==> config.mk <==
export PLATFORM = sky130hd
export DESIGN_NAME = pipe_stage_reg
export DESIGN_NICKNAME = d
export VERILOG_FILES = /design/src/rtl/pipe_pkg.sv /design/src/rtl/pipe_slice.sv /design/src/rtl/pipe_stage_reg.sv
export SDC_FILE = /design/constraint.sdc
export NUM_CORES = 1
export LEC_CHECK = 0
export ABC_CLOCK_PERIOD_IN_PS = 1900
export BUFFER_PORTS_ARGS = -buffer_cell sky130_fd_sc_hd__buf_2
export CORE_AREA = 2 2 59 61
export DETAILED_ROUTE_END_ITERATION = 7
export DIE_AREA = 0 0 61 63
export HOLD_SLACK_MARGIN = 0.02
export PLACE_DENSITY = 0.82
export SETUP_SLACK_MARGIN = 0.3
export SYNTH_ARGS = -nofsm -noshare
export SYNTH_HDL_FRONTEND = slang
export SYNTH_SLANG_ARGS = --single-unit
==> constraint.sdc <==
create_clock -name clk -period 1.9 [get_ports clk]
set_clock_uncertainty 0.2 [all_clocks]
set_input_delay 0.19 -clock clk [delete_from_list [all_inputs] [get_ports clk]]
set_output_delay 0.19 -clock clk [all_outputs]
set_load 0.05 [all_outputs]
==> src/rtl/pipe_pkg.sv <==
// Shared definitions for the pipeline stage register: the NOP payload and
// the helper that sizes the occupancy counter.
package pipe_pkg;

  // RISC-V "addi x0, x0, 0": the payload an empty slice presents.
  localparam logic [31:0] NOP_DATA = 32'h0000_0013;

  // Occupancy must be able to count up to 2*DEPTH when skid buffers exist.
  function automatic int occ_w(input int depth);
    return $clog2(2 * depth + 1);
  endfunction

endpackage

==> src/rtl/pipe_slice.sv <==
// One register slice of the pipeline stage: a valid bit plus payload.
// Build option: define PIPE_SKID_EN to add a one-entry skid buffer and make
// in_ready a registered output; otherwise in_ready = out_ready || !valid.
module pipe_slice
  import pipe_pkg::*;
#(
  parameter int                DATA_W     = 32,
  parameter logic [DATA_W-1:0] FLUSH_DATA = DATA_W'(NOP_DATA)
) (
  input  logic              clk,
  input  logic              reset_i,
  input  logic              flush_i,
  input  logic              in_valid,
  output logic              in_ready,
  input  logic [DATA_W-1:0] in_data,
  output logic              out_valid,
  input  logic              out_ready,
  output logic [DATA_W-1:0] out_data
);

  logic clear;
  assign clear = reset_i || flush_i;

`ifdef PIPE_SKID_EN
  logic              main_valid, skid_valid, ready_q;
  logic [DATA_W-1:0] main_data, skid_data;
  logic              main_valid_d, skid_valid_d;
  logic [DATA_W-1:0] main_data_d, skid_data_d;
  logic              in_fire, main_free;

  assign in_fire   = in_valid && ready_q;
  assign main_free = !main_valid || out_ready;

  // Next-state: refill main from skid first, else from input; park input in
  // skid when main is stalled.
  always_comb begin
    // NOTE: every output gets a default first, so no path can infer a latch.
    main_valid_d = main_valid;
    main_data_d  = main_data;
    skid_valid_d = skid_valid;
    skid_data_d  = skid_data;
    if (main_free) begin
      if (skid_valid) begin
        main_valid_d = 1'b1;
        main_data_d  = skid_data;
        skid_valid_d = 1'b0;
        skid_data_d  = FLUSH_DATA;
      end else begin
        main_valid_d = in_fire;
        main_data_d  = in_fire ? in_data : FLUSH_DATA;
      end
    end else if (in_fire) begin
      skid_valid_d = 1'b1;
      skid_data_d  = in_data;
    end
  end

  // State update; ready is registered from the next skid state.
  always_ff @(posedge clk) begin
    // NOTE: non-blocking assignments so each slice samples its neighbour's
    // pre-edge value.
    if (clear) begin
      // NOTE: payloads are reset too, because an idle slice must present
      // FLUSH_DATA rather than stale data.
      main_valid <= 1'b0;
      main_data  <= FLUSH_DATA;
      skid_valid <= 1'b0;
      skid_data  <= FLUSH_DATA;
      ready_q    <= 1'b1;
    end else begin
      main_valid <= main_valid_d;
      main_data  <= main_data_d;
      skid_valid <= skid_valid_d;
      skid_data  <= skid_data_d;
      ready_q    <= !skid_valid_d;
    end
  end

  assign in_ready  = ready_q;
  assign out_valid = main_valid;
  assign out_data  = main_data;
`else
  logic              valid_q;
  logic [DATA_W-1:0] data_q;

  assign in_ready = out_ready || !valid_q;

  // Load whenever the slice is empty or downstream takes the current entry.
  always_ff @(posedge clk) begin
    if (clear) begin
      valid_q <= 1'b0;
      data_q  <= FLUSH_DATA;
    end else if (in_ready) begin
      valid_q <= in_valid;
      data_q  <= in_valid ? in_data : FLUSH_DATA;
    end
  end

  assign out_valid = valid_q;
  assign out_data  = data_q;
`endif

endmodule

==> src/rtl/pipe_stage_reg.sv <==
// Pipeline stage register: DEPTH chained valid/ready slices with flush and an
// occupancy counter. Build option: define PIPE_SKID_EN for skid buffering
// and registered in_ready (capacity 2*DEPTH instead of DEPTH).
module pipe_stage_reg
  import pipe_pkg::*;
#(
  parameter int                DATA_W     = 32,
  parameter int                DEPTH      = 1,
  parameter logic [DATA_W-1:0] FLUSH_DATA = DATA_W'(NOP_DATA)
) (
  input  logic                      clk,
  input  logic                      reset_i,
  input  logic                      flush_i,
  input  logic                      in_valid,
  output logic                      in_ready,
  input  logic [DATA_W-1:0]         in_data,
  output logic                      out_valid,
  input  logic                      out_ready,
  output logic [DATA_W-1:0]         out_data,
  output logic [occ_w(DEPTH)-1:0]   occupancy
);

  localparam int               OCC_W   = occ_w(DEPTH);
  localparam logic [OCC_W-1:0] OCC_ONE = OCC_W'(1);

  for (genvar i = 0; i < DEPTH; i++) begin : g_slice
    logic              up_valid, down_ready, rdy, vld;
    logic [DATA_W-1:0] up_data, dat;

    if (i == 0) begin : g_head
      assign up_valid = in_valid;
      assign up_data  = in_data;
    end else begin : g_link
      assign up_valid = g_slice[i-1].vld;
      assign up_data  = g_slice[i-1].dat;
    end

    if (i == DEPTH - 1) begin : g_tail
      assign down_ready = out_ready;
    end else begin : g_fwd
      assign down_ready = g_slice[i+1].rdy;
    end

    pipe_slice #(
      .DATA_W     (DATA_W),
      .FLUSH_DATA (FLUSH_DATA)
    ) u_slice (
      .clk       (clk),
      .reset_i   (reset_i),
      .flush_i   (flush_i),
      .in_valid  (up_valid),
      .in_ready  (rdy),
      .in_data   (up_data),
      .out_valid (vld),
      .out_ready (down_ready),
      .out_data  (dat)
    );
  end

  // Flush and reset both refuse the input so a dropped word never handshakes.
  assign in_ready  = g_slice[0].rdy && !flush_i && !reset_i;
  assign out_valid = g_slice[DEPTH-1].vld;
  assign out_data  = g_slice[DEPTH-1].dat;

  logic             in_fire, out_fire;
  logic [OCC_W-1:0] occ_q;

  assign in_fire  = in_valid && in_ready;
  assign out_fire = out_valid && out_ready;

  // Track entries held: +1 per input transfer, -1 per output transfer.
  always_ff @(posedge clk) begin
    if (reset_i || flush_i) begin
      occ_q <= '0;
    end else begin
      case ({in_fire, out_fire})
        2'b10:   occ_q <= occ_q + OCC_ONE;
        2'b01:   occ_q <= occ_q - OCC_ONE;
        default: occ_q <= occ_q;
      endcase
    end
  end

  assign occupancy = occ_q;

endmodule

==> results.txt <==
DR vias = 1201
Longest Clk Path Bufs = 2
TritonCTS buffer count = 5
Post-Synth Simple-Gate Area = 6.47%
Net Count, Synth = 129
Max H-tree Level = 2
clock sinks = 35
Slew HR = 78.9%
Synth Cell Area = 1140 um^2
largest net degree at the start of global routing = 30
minimum clock period = 1630 ps
Worst Path Required = 1510 ps
final worst slack = 271 ps
# IOs = 73
DRT Pass-1 Iters = 4
f_max = 614 MHz
Worst VDD drop = 0.457 mV
Initial Utilization = 35.3%
Remaining Overflow, GRT = 0
Place WS = 7.23 ps
Sum Neg Setup Slack = 0 ps
most frequent cells in the layout = buf_2 (71), dlygate4sd3_1 (35), dfxtp_1 (34)
Tot GR Track Use = 20.5%
max_cap viols = 0
CTS clk-pin slew, worst paths = 100 ps
antenna cells = 0
Synth Area in Compound Gates = 25.7%
Site Rows = 21
vias per inst = 4.77
status = finished, final reports clean
initial DRC count = 55
input/output buffers = 72
die height = 63 um
CP Max Fanout = 3
final hold vios = 0
Worst setup SP type = flop
Post-Syn Instances = 91
Final GP Congestion = 0.741
CP endpoint kind = output port
initial antenna violation count = 0
Synth cell types = 22
drt drc = 0
Synth Register Bits = 35
fraction of layout cells with a size suffix above 1 = 45.6%
Synth Area in XOR/XNOR = 1.54%
Slew Viols, Final = 0
Layout Nets = 243
Die Wd = 61 um
DR WL/cell = 14.5 um
RSZ-0062 raised after global routing = true
core region area = 3230 um^2
Slowest cell on crit path = dfxtp_4
CP arrival = 1240 ps
commonest non-fill, non-tap cell in the layout = buf_2
adder-cell share of the synthesized area = 1.10%
Worst-Margin Slew = 317 ps
Final ANT Viol Nets = 0
critical path, cell by cell = nor2b_4 > nor3_2 > buf_6
P_leak = 0.956 nW
sequential share of the synthesized area = 61.4%
Layout area overhead = 76.4%
mux cell area share after synthesis = 0%
clk root buf = clkbuf_4
first-pass GRT wire length = 5650 um
period utilization = 85.7%
Avg Cell Area, Syn = 12.5 um^2
HP Class = in -> reg
PD cells = 702 nW/um^2
endpoints failing setup = 0
Final Routed Wirelength = 3640 um
Ys Warns = 0
die area = 3840 um^2
CP max stage delay = 360 ps
main combinational cell family by area after synthesis = compound AO/OA/AOI/OAI gates
critical path type = reg -> out
worst skew pair latency = 330 ps
vias in the first global route = 1296
HPWL after DPL = 1930 um
CTS tree = built
registers in the layout, summed over array words and instances, names as in the netlist:
register                   flops
g_slice.u_slice.out_data      32
g_slice.u_slice.out_valid      1
occupancy                      2
where the power goes:
| part | leakage (nW) | internal, mW | switching [mW] | total (mW) |
|---|---|---|---|---|
| sequential | 0.286 | 0.754 | 0.0116 | 0.765 |
| clock | 0.0282 | 0.143 | 0.246 | 0.388 |
| combinational | 0.642 | 0.121 | 0.138 | 0.259 |
final cells by class:
| type | instances | area, um^2 |
|---|---|---|
| fillers | 285 | 1220 |
| repair buffers | 113 | 762 |
| flip-flops and latches | 35 | 704 |
| multi-input cells | 49 | 429 |
| well taps | 46 | 57.6 |
| clock buffers | 6 | 41.3 |
| clock inverters | 2 | 12.5 |
| inverters | 1 | 6.26 |
layer usage:
layer | share of wire (%) | track usage (%) | vias up | routed length (um)
met1 | 35 | 18.8 | 556 | 1290
met3 | 6.4 | 8.49 | 14 | 232
met4 | 4.1 | 9.24 | 0 | 148
li1 | - | - | 570 | -
met2 | 54 | 37.2 | 61 | 1970
met5 | 0 | 0 | - | 0
cell families (layout without fill, tap and decap cells):
logic type	count (synthesis)	after routing
fa+ha+maj	1	1
compound gates	34	34
xor+xnor	2	2
flops	35	35
buf+inv	7	122
simple gates	12	12
timing repair:
action	CTS	global route
pin swaps	2	2
setup endpoints to repair	1	2
resized for setup	0	4
hold buffers	35	0
setup buffers	2	0
hold endpoints to repair	34	0
cell usage after synthesis:
cell type	number	area, um^2
dfxtp_1	35	701
a22o_1	29	254
nor3_1	3	15.0
o22a_1	3	26.3
buf_2	2	10.0
buf_4	2	15.0
nand2_1	2	7.51
a21boi_0	1	7.51
and2_1	1	6.26
buf_6	1	11.3
clkbuf_1	1	3.75
ha_1	1	12.5
inv_2	1	3.75
nand2b_1	1	6.26
nor2_1	1	3.75
nor2_4	1	11.3
nor2b_1	1	6.26
o21ai_0	1	5.00
or3_1	1	6.26
or3b_4	1	11.3
xnor2_1	1	8.76
xor2_1	1	8.76
worst max-delay path, delay by kind of cell, from the launching register on:
family        cells  cell delay, ps
buf+inv           1             190
flops             1             360
simple gates      2             350
through the flow:
step | hold WS, ps | area (um^2) | std cells | util [%] | power (mW)
global route | 75.5 | 2010 | 252 | 62.3 | 1.48
global placement | 206 | 1590 | 207 | 49.1 | 0.972
floorplan | 61.1 | 1170 | 91 | - | 0.904
detailed placement | 212 | 1590 | 207 | 49.1 | 0.975
CTS | 59.0 | 2000 | 252 | 62.0 | 1.41
finish | 67.9 | 2010 | 252 | 62.3 | 1.41
final timing paths:
path / start / to / slack [ps] / depth (start not counted)
max: g_slice[0].u_slice.out_valid / in_ready / 270 / 3
min: reset_i / occupancy[1] / 70 / 4
max reg2reg: g_slice[0].u_slice.out_valid / occupancy[1] / 290 / 7
min reg2reg: g_slice[0].u_slice.out_data[15] / g_slice[0].u_slice.out_data[15] / 280 / 1
No activity file was read; power rests on OpenSTA's default activity.
